### src/rtl/enc_pkg.sv
// Shared types and defaults for the serial 8-to-3 encoder (enc_serial).
package enc_pkg;

  typedef enum logic {
    IDLE = 1'b0,
    RUN  = 1'b1
  } enc_state_t;

  localparam int ENC_N_DEF = 8;

endpackage

### src/rtl/enc_serial_prio_enc.sv
// prio_enc: combinational highest-set-bit encoder; idx is 0 when the input is all zero.
module prio_enc #(
  parameter int N  = 8,
  parameter int XW = $clog2(N)
) (
  input  logic [N-1:0]  req,
  output logic [XW-1:0] idx,
  output logic          any
);

  // Ascending scan so the highest set bit is the last one written.
  always_comb begin
    idx = '0;
    for (int i = 0; i < N; i++) begin
      if (req[i]) begin
        idx = XW'(i);
      end
    end
  end

  assign any = |req;

endmodule

### src/rtl/enc_serial.sv
// enc_serial: captures a request vector and streams the index of each set bit, highest first.
// Optional macro ENC_COUNT_EN adds the cnt output (remaining indices in the current vector).
module enc_serial
  import enc_pkg::*;
#(
  parameter int N  = ENC_N_DEF,
  parameter int XW = $clog2(N)
) (
  input  logic          clk,
  input  logic          rst,
  input  logic          load,
  input  logic [N-1:0]  D,
  output logic [XW-1:0] X,
  output logic          valid,
  input  logic          ready,
  output logic          busy,
  output logic          done
`ifdef ENC_COUNT_EN
  ,
  output logic [XW:0]   cnt
`endif
);

  enc_state_t    r_state;
  logic [N-1:0]  r_pend;
  logic [XW-1:0] r_x;
  logic          r_valid;
  logic          r_busy;
  logic          r_done;

  logic [N-1:0]  w_clear;
  logic [N-1:0]  w_pend_next;
  logic [XW-1:0] w_idx;
  logic          w_any;
  logic          w_load_ok;
  logic          w_xfer;

  assign w_load_ok = (r_state == IDLE) && load && (|D);
  assign w_xfer    = (r_state == RUN) && ready;

  // One-hot mask of the index currently presented on X.
  generate
    for (genvar gi = 0; gi < N; gi++) begin : g_clear
      assign w_clear[gi] = (r_x == XW'(gi));
    end
  endgenerate

  // Next pending set; encoding it lets X be registered together with pend.
  always_comb begin
    w_pend_next = r_pend;
    if (w_load_ok) begin
      w_pend_next = D;
    end else if (w_xfer) begin
      w_pend_next = r_pend & ~w_clear;
    end
  end

  prio_enc #(
    .N  (N),
    .XW (XW)
  ) u_prio_enc (
    .req (w_pend_next),
    .idx (w_idx),
    .any (w_any)
  );

`ifdef ENC_COUNT_EN
  logic [XW:0] r_cnt;

  function automatic logic [XW:0] f_popcount(input logic [N-1:0] v);
    logic [XW:0] c;
    c = '0;
    for (int i = 0; i < N; i++) begin
      c = c + (XW+1)'(v[i]);
    end
    return c;
  endfunction

  always_ff @(posedge clk) begin
    if (rst) begin
      r_cnt <= '0;
    end else if (w_load_ok) begin
      r_cnt <= f_popcount(D);
    end else if (w_xfer) begin
      r_cnt <= r_cnt - 1'b1;
    end
  end

  assign cnt = r_cnt;
`endif

  always_ff @(posedge clk) begin
    if (rst) begin
      r_state <= IDLE;
      r_pend  <= '0;
      r_x     <= '0;
      r_valid <= 1'b0;
      r_busy  <= 1'b0;
      r_done  <= 1'b0;
    end else begin
      r_done <= 1'b0;
      case (r_state)
        IDLE: begin
          if (load) begin
            if (|D) begin
              r_pend  <= w_pend_next;
              r_x     <= w_idx;
              r_valid <= 1'b1;
              r_busy  <= 1'b1;
              r_state <= RUN;
            end else begin
              // Empty vector: nothing to send, just acknowledge it.
              r_done <= 1'b1;
            end
          end
        end
        RUN: begin
          if (ready) begin
            r_pend <= w_pend_next;
            r_x    <= w_idx;
            if (!w_any) begin
              r_valid <= 1'b0;
              r_busy  <= 1'b0;
              r_done  <= 1'b1;
              r_state <= IDLE;
            end
          end
        end
        default: begin
          r_state <= IDLE;
        end
      endcase
    end
  end

  assign X     = r_x;
  assign valid = r_valid;
  assign busy  = r_busy;
  assign done  = r_done;

endmodule

### config.mk
export PLATFORM = sky130hd
export DESIGN_NAME = enc_serial
export DESIGN_NICKNAME = d
export VERILOG_FILES = /design/src/rtl/enc_pkg.sv /design/src/rtl/enc_serial_prio_enc.sv /design/src/rtl/enc_serial.sv
export SDC_FILE = /design/constraint.sdc
export NUM_CORES = 1
export LEC_CHECK = 0
export BUFFER_PORTS_ARGS = -buffer_cell sky130_fd_sc_hd__buf_2
export CORE_MARGIN = 4
export CORE_UTILIZATION = 51
export CTS_CLUSTER_DIAMETER = 200
export DETAILED_ROUTE_END_ITERATION = 12
export PLACE_DENSITY = 0.76
export SKIP_LAST_GASP = 1
export SYNTH_ARGS = -nofsm -noshare
export SYNTH_HDL_FRONTEND = slang
export SYNTH_SLANG_ARGS = --single-unit
### constraint.sdc
create_clock -name clk -period 2.8 [get_ports clk]
set_clock_uncertainty 0.2 [all_clocks]
set_input_delay 0.28 -clock clk [delete_from_list [all_inputs] [get_ports clk]]
set_output_delay 0.28 -clock clk [all_outputs]
set_load 0.05 [all_outputs]
==> impl_metrics.py, run 1 <==
metrics = {
    "status": {
        "run_status": "finished, final reports clean",
    },
    "drt": {
        "drt_pass1_iterations": 4,
        "drt_wl_total_um": 1840,
        "drt-wirelength-per-cell_um": 15.2,
        "final_antenna_net_count": 0,
        "detail_route.vias_per_cell": 5.85,
        "via_count": 708,
        "route.detailed.drc": 0,
        "drt_first_iter_violations": 18,
    },
    "global_route": {
        "maximum_number_of_pins_on_one_net_before_global_route_repair": 15,
        "grt_first_pass_wirelength_um": 2900,
        "antenna_found_initial": 0,
        "grt_overflow_total": 0,
        "gr-usage-all-layers_pct": 18.4,
        "grt_pass1_vias": 661,
    },
    "placed_design": {
        "buffer_ports.inserted": 17,
        "preCtsSetupSlack_ns": 0.584,
        "dp.cells": 118,
        "place_hpwl_um": 1430,
        "gpl.final_weighted_congestion": 0.931,
        "post_dp_cell_area_um2": 857,
    },
    "floorplan": {
        "die_w_um": 47.3,
        "core-area_um2": 1380,
        "die_height_um": 47.3,
        "dieArea_um2": 2240,
        "standard_cell_row_count": 13,
        "initial_utilization_pct": 56.9,
        "ioPinCount": 18,
    },
    "synth": {
        "combinational_family_with_the_most_area_after_synthesis": "simple AND/OR/NAND/NOR gates",
        "postSynthNetCount": 102,
        "synth_mux_area_share_pct": 2.54,
        "yosys-top-cells-area": "sky130_fd_sc_hd__dfxtp_1, sky130_fd_sc_hd__nand2_1, sky130_fd_sc_hd__nor2_1",
        "synth.yosys.warnings": 0,
        "yosys.area_share.xor_xnor_pct": 0,
        "synth_area_leader_cell": "sky130_fd_sc_hd__dfxtp_1",
        "postSynthAreaPerCell_um2": 8.74,
        "yosysUniqueCellTypes": 34,
        "post_synth_fa_ha_maj_area_fraction_pct": 0,
        "post_synth_instance_area_um2": 787,
        "postSynthRegisterBits": 14,
        "synth_simple_gate_area_share_pct": 30.0,
        "ys_seq_area_share_pct": 35.6,
        "synth_top_cell_area_share_pct": 35.6,
        "synth_compound_area_share_pct": 26.6,
        "synthCells": 90,
    },
    "pwr": {
        "power-per-cell-area_nw_per_um2": 553,
        "ir_worst_vdd_uv": 320,
        "p_leak_nw": 0.372,
    },
    "clock_network": {
        "cts_sinks": 14,
        "clock_path_buffers": 2,
        "clkLatencyLatePin_ns": 0.28,
        "clk_root_buffer_cell": "sky130_fd_sc_hd__clkbuf_4",
        "hold_buffers": 0,
        "cts_max_level": 1,
        "clk_pin_slew_worst_paths_ns": 0.07,
        "cts_buffers": 3,
        "post-cts-setup-buffers": 0,
        "clock_tree_from_tritoncts": "done",
        "post_cts.resized_instances": 0,
    },
    "final_layout": {
        "layout.cells.most_common_list": "sky130_fd_sc_hd__buf_2, sky130_fd_sc_hd__dfxtp_1, sky130_fd_sc_hd__nand2_1, sky130_fd_sc_hd__nor2_1, sky130_fd_sc_hd__o21ai_0",
        "layout_commonest_cell": "sky130_fd_sc_hd__buf_2",
        "antenna-diode-count": 0,
        "final_nets": 120,
        "filler_cell_count": 124,
        "synthToLayoutAreaGrowth_pct": 11.8,
        "layout-drive-gt1-share_pct": 28.3,
        "finish.cell_count_without_fillers": 121,
        "fin_area_um2": 880,
    },
    "critical_path": {
        "setup.reg_to_reg.worst_slack_ns": 0.52,
        "critical_path.max_stage_delay_ns": 0.44,
        "end_kind": "register",
        "crit_path_top_delay_cell": "sky130_fd_sc_hd__a21boi_2",
        "timing.setup.critical_path_class": "register to register",
        "worstSetupStartpointType": "register",
        "crit_path_max_fanout": 10,
        "crit_chain": "nor2b_2, a21boi_2, o21ai_0, nor2_1, and4bb_2, o21ba_1",
        "arrival_ns": 2.30,
        "req_time_crit_path_ns": 2.82,
    },
    "sta": {
        "slew_headroom_pct": 64.8,
        "worst_pin_slew_ns": 0.527,
        "fmax_ghz": 0.439,
        "layout_worst_path_cycle_share_pct": 81.4,
        "tns_ns": 0,
        "finalWorstPathRequiredPeriod_ns": 2.28,
        "hold_violations": 0,
        "slew_violations": 0,
        "setup_ws_ns": 0.522,
        "rsz0062_at_grt": "false",
        "report.final.setup_viol": 0,
    },
    "flow_run": {
        "max_cap_violation_count": 0,
    },
    "hold_path": {
        "min_path_type": "input pin to register",
    },
}
-- sequential cells by signal, summed over array words and instances (netlist names) --
| name | count |
|---|---|
| r_state | 1 |
| busy | 1 |
| r_pend | 8 |
| X | 3 |
| done | 1 |
-- cell type report --
| cell class | instances | area, µm² | area share [%] |
|---|---|---|---|
| well taps | 15 | 18.8 | 2.13 |
| multi-input cells | 70 | 465 | 52.9 |
| clock buffers | 3 | 22.5 | 2.56 |
| inverters | 2 | 7.51 | 0.853 |
| flip-flops and latches | 14 | 280 | 31.9 |
| repair buffers | 17 | 85.1 | 9.67 |
-- through the flow --
stage / util, % / hold WS (ns) / power [W]
finish: 63.6 / 0.0523 / 0.000486
global route: 63.6 / 0.0596 / 0.000509
CTS: 63.6 / 0.0560 / 0.000486
detailed placement: 62.0 / 0.306 / 0.000379
global placement: 62.0 / 0.304 / 0.000378
floorplan: - / 0.152 / 0.000345
-- critical path, delay by kind of cell (launching register included) --
family / cells / cell delay [ns]
compound gates: 3 / 0.82
simple gates: 3 / 0.81
flops: 1 / 0.39
-- power by group --
part | switching, W | internal, W | total [W]
Clock | 0.0000590 | 0.0000499 | 0.000109
Combinational | 0.0000914 | 0.0000515 | 0.000143
Sequential | 0.0000178 | 0.000216 | 0.000234
-- worst paths after layout --
check	startpoint	to	cells past startpoint
setup / recovery	r_state$_SDFF_PP0_	done$_SDFF_PP0_	6
hold / removal	ready	r_state$_SDFF_PP0_	2
setup reg to reg	r_state$_SDFF_PP0_	done$_SDFF_PP0_	6
hold reg to reg	r_pend[7]$_SDFFE_PP0P_	r_pend[7]$_SDFFE_PP0P_	2
-- layer usage --
metal	GRT usage [%]	share of wire (%)	wire (µm)	vias to the layer above
met3	4.60	6.3	115	4
met1	22.9	45	831	323
li1	-	-	-	361
met4	4.97	0.92	17	0
met5	0	0	0	-
met2	31.3	48	877	20
-- Yosys cell counts, drive strengths merged --
master	count
dfxtp	14
nand2	12
nor2	12
o21ai	8
o21a	5
a311oi	3
buf	3
nor2b	3
a211oi	2
a21oi	2
inv	2
mux2i	2
nand2b	2
nand3b	2
nor4	2
a2111oi	1
a211o	1
a21boi	1
a31oi	1
and3	1
and3b	1
and4b	1
and4bb	1
clkbuf	1
nand3	1
nor3	1
o211ai	1
o21ba	1
o31a	1
o31ai	1
or2	1
-- cells by family after synthesis --
kind of cell	after synthesis
DFF	14
and+or+nand+nor	40
buffers and inverters	6
muxes	2
AOI/OAI and AO/OA	28
(Power assumes the default switching activity.)
==> run 2: changes to the inputs <==
- ABC_AREA: unset -> 1
- CORE_UTILIZATION: 51 -> 46
- PLACE_DENSITY: 0.76 -> 0.72
- clock period: 2.8 -> 2 ns (I/O delays scaled with it)
==> run 2 against run 1 <==
Against the previous run:
- cell count rose by 28%
- synthesized area grew 1.7%
- combinational power up 54%
- via count grew 8.9%
- fmax rose by 32%
- utilization decreased by 5.0 points
- worst hold slack got worse by 0.017 ns
- worst setup slack worse by 0.25 ns
- largest power group unchanged
- synthesized cell count is 33% higher
- cell area grew 5.0%
- clock power up 40%
- sequential share of layout area fell by 1.5 points
==> impl_metrics.py, run 2 <==
metrics = {
    "flow_run": {
        "max_cap_violation_count": 0,
    },
    "hold_path": {
        "min_path_type": "input pin to register",
        "worstHoldEndpoint": "r_state$_SDFF_PP0_",
        "worst_hold_path.num_cells": 4,
        "hold_path_startpoint": "ready",
    },
    "final_layout": {
        "antenna-diode-count": 0,
        "largest-register": "r_pend",
        "fin_area_um2": 923,
        "layout_commonest_cell": "sky130_fd_sc_hd__nand2_1",
        "final_nets": 153,
        "max_ffs_per_register": 8,
        "layout-drive-gt1-share_pct": 27.3,
        "synthToLayoutAreaGrowth_pct": 15.3,
        "layout.cells.most_common_list": "sky130_fd_sc_hd__nand2_1, sky130_fd_sc_hd__buf_2, sky130_fd_sc_hd__nor2_1",
    },
    "clock_network": {
        "clock_tree_from_tritoncts": "done",
        "post-cts-setup-buffers": 0,
        "clk_root_buffer_cell": "sky130_fd_sc_hd__clkbuf_4",
        "clkLatencyLatePin_ns": 0.27,
        "post_cts.resized_instances": 0,
        "clk_pin_slew_worst_paths_ns": 0.08,
        "cts_buffers": 3,
        "clock_path_buffers": 2,
        "hold_buffers": 0,
        "cts_sinks": 14,
        "cts_max_level": 1,
    },
    "floorplan": {
        "die_w_um": 49.7,
        "core-area_um2": 1580,
        "die_height_um": 49.7,
        "dieArea_um2": 2470,
        "initial_utilization_pct": 50.8,
        "standard_cell_row_count": 14,
        "ioPinCount": 18,
    },
    "critical_path": {
        "crit_path_max_fanout": 4,
        "ff2ff_path_depth": 11,
        "crit_chain": "nand2_1, inv_2, nand2_1, o21ai_0, nand2_1, nand2_1, nand2_1, nor2_4, nand3_2, nand2_1, a21oi_1",
        "worstSetupStartpointType": "register",
        "critical_path.max_stage_delay_ns": 0.36,
        "req_time_crit_path_ns": 1.96,
        "arrival_ns": 1.69,
        "r2r-start": "r_state$_SDFF_PP0_",
        "crit_path_top_delay_cell": "sky130_fd_sc_hd__dfxtp_1",
        "setup.reg_to_reg.worst_slack_ns": 0.27,
        "endpoint_of_the_worst_register_to_register_path": "busy$_SDFFE_PP0P_",
        "timing.setup.critical_path_class": "register to register",
        "end_kind": "register",
        "cp_common_cell": "sky130_fd_sc_hd__nand2_1",
    },
    "placed_design": {
        "place_hpwl_um": 1340,
        "buffer_ports.inserted": 17,
        "post_dp_cell_area_um2": 901,
        "gpl.final_weighted_congestion": 0.860,
    },
    "synth": {
        "postSynth.asyncResetShare_pct": 0,
        "postSynthNetCount": 132,
        "synth_compound_area_share_pct": 12.2,
        "combinational_family_with_the_most_area_after_synthesis": "simple AND/OR/NAND/NOR gates",
        "yosys.area_share.xor_xnor_pct": 0,
        "ys_seq_area_share_pct": 35.0,
        "synth_common_cells": "sky130_fd_sc_hd__nand2_1, sky130_fd_sc_hd__nor2_1, sky130_fd_sc_hd__dfxtp_1",
        "synth.yosys.warnings": 0,
        "yosys-top-cells-area": "sky130_fd_sc_hd__dfxtp_1, sky130_fd_sc_hd__nand2_1, sky130_fd_sc_hd__nor2_1",
        "postSynthAreaPerCell_um2": 6.67,
        "synthCells": 120,
        "number_of_flops_mapped_to_enable_cells_by_yosys": 0,
        "synth_mux_area_share_pct": 0,
        "synth-main-ff-cell": "sky130_fd_sc_hd__dfxtp_1",
        "synthMostInstantiatedCell": "sky130_fd_sc_hd__nand2_1",
        "yosysUniqueCellTypes": 22,
        "post_synth_fa_ha_maj_area_fraction_pct": 0,
        "synth_area_leader_cell": "sky130_fd_sc_hd__dfxtp_1",
        "post_synth_instance_area_um2": 801,
        "synth_top_cell_area_share_pct": 35.0,
        "postSynthRegisterBits": 14,
        "synth_simple_gate_area_share_pct": 44.2,
    },
    "pwr": {
        "p_leak_nw": 0.471,
        "power-per-cell-area_nw_per_um2": 750,
        "ir_worst_vdd_uv": 359,
    },
    "global_route": {
        "grt_pass1_vias": 702,
        "antenna_found_initial": 0,
        "maximum_number_of_pins_on_one_net_before_global_route_repair": 15,
        "gr-usage-all-layers_pct": 15.9,
        "grt_first_pass_wirelength_um": 3020,
        "grt_overflow_total": 0,
    },
    "drt": {
        "route.detailed.drc": 0,
        "drt_wl_total_um": 1670,
        "via_count": 771,
        "final_antenna_net_count": 0,
        "drt-wirelength-per-cell_um": 10.8,
        "drt_pass1_iterations": 4,
        "detail_route.vias_per_cell": 4.97,
        "drt_first_iter_violations": 3,
    },
    "sta": {
        "slew_headroom_pct": 81.9,
        "slew_violations": 0,
        "tns_ns": 0,
        "hold_violations": 0,
        "fmax_ghz": 0.577,
        "rsz0062_at_grt": "false",
        "worst_pin_slew_ns": 0.271,
        "layout_worst_path_cycle_share_pct": 86.6,
        "finalWorstPathRequiredPeriod_ns": 1.73,
        "report.final.setup_viol": 0,
    },
    "status": {
        "run_status": "finished, final reports clean",
    },
}
## run 2: changes by cell type after synthesis, moves of 3 or more
cell | previous run | this run
sky130_fd_sc_hd__nand2_2 | 0 | 9
sky130_fd_sc_hd__nand2_1 | 12 | 34
sky130_fd_sc_hd__o21ai_1 | 0 | 3
sky130_fd_sc_hd__nor2_1 | 12 | 16
sky130_fd_sc_hd__nand3b_1 | 2 | 7
sky130_fd_sc_hd__o21a_1 | 4 | 1
sky130_fd_sc_hd__nand3_1 | 1 | 5
sky130_fd_sc_hd__inv_1 | 2 | 9
sky130_fd_sc_hd__a311oi_1 | 3 | 0
## run 2: per-layer routing
metal | share of wire, % | track usage [%] | vias to the layer above
li1 | - | - | 420
met4 | 3.2 | 11.1 | 0
met2 | 42 | 23.1 | 19
met5 | 0 | 0 | -
met3 | 4.4 | 1.81 | 5
met1 | 50 | 21.5 | 327
## run 2: how the worst max path moves through the flow
| stage | startpoint | slack (ns) | cells after the start | to |
|---|---|---|---|---|
| 3_5_place_dp | D[7] | 0.22 | 12 | busy$_SDFFE_PP0P_ |
| 6_report | r_state$_SDFF_PP0_ | 0.27 | 11 | busy$_SDFFE_PP0P_ |
| 4_1_cts | r_state$_SDFF_PP0_ | 0.26 | 11 | busy$_SDFFE_PP0P_ |
| 3_3_place_gp | D[1] | 0.29 | 12 | busy$_SDFFE_PP0P_ |
| 2_1_floorplan | X[2]$_SDFFE_PP0P_ | 0.17 | 9 | busy$_SDFFE_PP0P_ |
| 5_1_grt | r_state$_SDFF_PP0_ | 0.03 | 11 | busy$_SDFFE_PP0P_ |
## run 2: area by class of cell
type                            instances  area [µm²]
Sequential cell                        14         280
Clock buffer                            3        22.5
Inverter                               11        41.3
Tap cell                               16        20.0
Multi-Input combinational cell         91         452
Fill cell                             147         653
Timing Repair Buffer                   20         108
## run 2: metrics by stage
stage / hold slack, ns / instances / power, W / setup WS [ns] / utilization (%)
after detailed placement: 0.266 / 152 / 0.000546 / 0.222 / 57.1
after CTS: 0.0244 / 155 / 0.000702 / 0.259 / 58.6
final: 0.0355 / 155 / 0.000692 / 0.268 / 58.6
after floorplan: 0.0624 / 120 / 0.000493 / 0.172 / -
after global placement: 0.258 / 152 / 0.000543 / 0.289 / 57.1
after global routing: 0.0622 / 155 / 0.000740 / 0.0263 / 58.6
## run 2: worst max-delay path, delay by kind of cell (launching register included)
family | cells | cell delay [ns]
and+or+nand+nor | 8 | 0.76
DFF | 1 | 0.36
AOI/OAI and AO/OA | 2 | 0.22
buffers and inverters | 1 | 0.08
## run 2: kinds of logic (layout without fill, tap and decap cells)
logic type,after synthesis,count (layout)
and+or+nand+nor,74,74
AOI/OAI and AO/OA,17,17
buffers and inverters,15,34
DFF,14,14
## run 2: power breakdown
| part | switching, W | internal (W) |
|---|---|---|
| registers | 0.0000150 | 0.000304 |
| logic | 0.000149 | 0.0000713 |
| clock network | 0.0000838 | 0.0000697 |
==> run 3: changes to the inputs <==
- PLACE_DENSITY: 0.72 -> unset
- PLACE_DENSITY_LB_ADDON: unset -> 0.1
==> run 3 against run 2 <==
Against the previous run:
- cell area is 1.5% higher
- sequential power hardly changed
- utilization is 0.87 points higher
- highest routed layer unchanged
- register-to-register slack worse by 0.03 ns
==> impl_metrics.py, run 3 (same netlist as run 2, synthesis figures left out) <==
metrics = {
    "sta": {
        "hold_violations": 0,
        "worst_pin_slew_ns": 0.261,
        "fmax_ghz": 0.567,
        "slew_headroom_pct": 82.6,
        "tns_ns": 0,
        "worst_hold_slack_across_all_endpoints_ns": 0.0167,
        "report.final.setup_viol": 0,
        "finalWorstPathRequiredPeriod_ns": 1.76,
        "rsz0062_at_grt": "false",
        "slew_violations": 0,
        "layout_worst_path_cycle_share_pct": 88.1,
        "setup_ws_ns": 0.238,
    },
    "clock_network": {
        "cts_sinks": 14,
        "clock_tree_from_tritoncts": "done",
        "clock_path_buffers": 2,
        "cts_buffers": 3,
        "clkLatencyLatePin_ns": 0.28,
        "clk_root_buffer_cell": "sky130_fd_sc_hd__clkbuf_4",
        "post_cts.resized_instances": 0,
        "post-cts-setup-buffers": 0,
        "hold_buffers": 0,
        "clk_pin_slew_worst_paths_ns": 0.09,
        "cts_max_level": 1,
    },
    "critical_path": {
        "crit_path_max_fanout": 5,
        "crit_path_top_delay_cell": "sky130_fd_sc_hd__dfxtp_1",
        "arrival_ns": 1.73,
        "end_kind": "register",
        "worstSetupStartpointType": "register",
        "critical_path.max_stage_delay_ns": 0.36,
        "crit_chain": "nand2_1, inv_2, nand2_1, o21ai_1, nand2_2, nand2_2, nand2_2, nor2_4, nand3_2, nand2_1, a21oi_1",
        "req_time_crit_path_ns": 1.97,
        "timing.setup.critical_path_class": "register to register",
    },
    "hold_path": {
        "min_path_type": "input pin to register",
    },
    "final_layout": {
        "layout_commonest_cell": "sky130_fd_sc_hd__nand2_1",
        "antenna-diode-count": 0,
        "layout.cells.most_common_list": "sky130_fd_sc_hd__nand2_1, sky130_fd_sc_hd__buf_2, sky130_fd_sc_hd__nor2_1",
        "synthToLayoutAreaGrowth_pct": 17.0,
        "final_nets": 153,
        "largest-register": "r_pend",
        "finish.cell_count_without_fillers": 156,
        "layout-drive-gt1-share_pct": 27.9,
        "max_ffs_per_register": 8,
    },
    "global_route": {
        "gr-usage-all-layers_pct": 15.2,
        "maximum_number_of_pins_on_one_net_before_global_route_repair": 15,
        "grt_first_pass_wirelength_um": 2890,
        "antenna_found_initial": 0,
        "grt_overflow_total": 0,
        "grt_pass1_vias": 690,
    },
    "drt": {
        "drt_first_iter_violations": 24,
        "drt_pass1_iterations": 6,
        "drt-wirelength-per-cell_um": 10.9,
        "via_count": 771,
        "post_route_m1_wl_um": 841,
        "final_antenna_net_count": 0,
        "route.met3.wl_um": 115,
        "detail_route.vias_per_cell": 4.94,
        "route.detailed.drc": 0,
        "highest-signal-layer": "met4",
        "met2_wl_um": 716,
        "drt_wl_total_um": 1700,
    },
    "floorplan": {
        "standard_cell_row_count": 14,
        "ioPinCount": 18,
        "initial_utilization_pct": 50.8,
        "dieArea_um2": 2470,
        "core-area_um2": 1580,
        "die_w_um": 49.7,
        "die_height_um": 49.7,
    },
    "pwr": {
        "comb_power_share_pct": 29.7,
        "cell_internal_pwr_w": 0.000486,
        "p_leak_nw": 0.478,
        "power_frac_seq_pct": 42.7,
        "ir_worst_vdd_uv": 307,
        "switching_power_w": 0.000258,
        "p_clk_share_pct": 27.6,
        "switching_power_share_of_the_total_pct": 34.7,
        "power-per-cell-area_nw_per_um2": 794,
    },
    "placed_design": {
        "dp.cells": 152,
        "place_hpwl_um": 1320,
        "preCtsSetupSlack_ns": 0.233,
        "buffer_ports.inserted": 17,
        "gpl.final_weighted_congestion": 0.802,
    },
    "status": {
        "run_status": "finished, final reports clean",
    },
    "flow_run": {
        "max_cap_violation_count": 0,
    },
}
## run 3: changes by cell type in the layout (fill, tap and decap cells not counted)
cell                       change
sky130_fd_sc_hd__clkbuf_8      +1
## run 3: path summary, 6_finish.rpt
check	start	to	slack [ns]	depth (start not counted)
worst min-delay path	ready	r_state$_SDFF_PP0_	0.02	4
worst max register to register	r_state$_SDFF_PP0_	busy$_SDFFE_PP0P_	0.24	11
worst min register to register	r_state$_SDFF_PP0_	r_state$_SDFF_PP0_	0.28	2
worst max-delay path	r_state$_SDFF_PP0_	busy$_SDFFE_PP0P_	0.24	11
## run 3: layout make-up
type                            count  area (µm²)
Clock buffer                        4        36.3
Fill cell                         158         639
Inverter                           11        41.3
Multi-Input combinational cell     91         452
Sequential cell                    14         280
Tap cell                           16        20.0
Timing Repair Buffer               20         108
## run 3: power by group through the flow
stage | logic, W | registers, W | clock network [W]
global route | 0.000246 | 0.000322 | 0.000223
global placement | 0.000220 | 0.000324 | 0
CTS | 0.000221 | 0.000319 | 0.000208
detailed placement | 0.000219 | 0.000325 | 0
floorplan | 0.000138 | 0.000355 | 0
finish | 0.000221 | 0.000318 | 0.000206
## run 3: routing by layer
| layer | vias to the layer above | track usage [%] |
|---|---|---|
| li1 | 418 | - |
| met1 | 321 | 20.5 |
| met2 | 28 | 22.7 |
| met3 | 4 | 2.71 |
| met4 | 0 | 8.29 |
| met5 | - | 0 |
## run 3: through the flow
step                total power [W]  cell area [µm²]  util (%)
floorplan                  0.000493              801         -
global placement           0.000544              901      57.1
detailed placement         0.000544              901      57.1
CTS                        0.000748              937      59.4
global route               0.000790              937      59.4
finish                     0.000744              937      59.4
## run 3: worst max-delay path: cells and delay by family, from the launching register on
kind	cells	cell delay (ns)
DFF	1	0.36
buffers and inverters	1	0.07
and+or+nand+nor	8	0.74
AOI/OAI and AO/OA	2	0.28
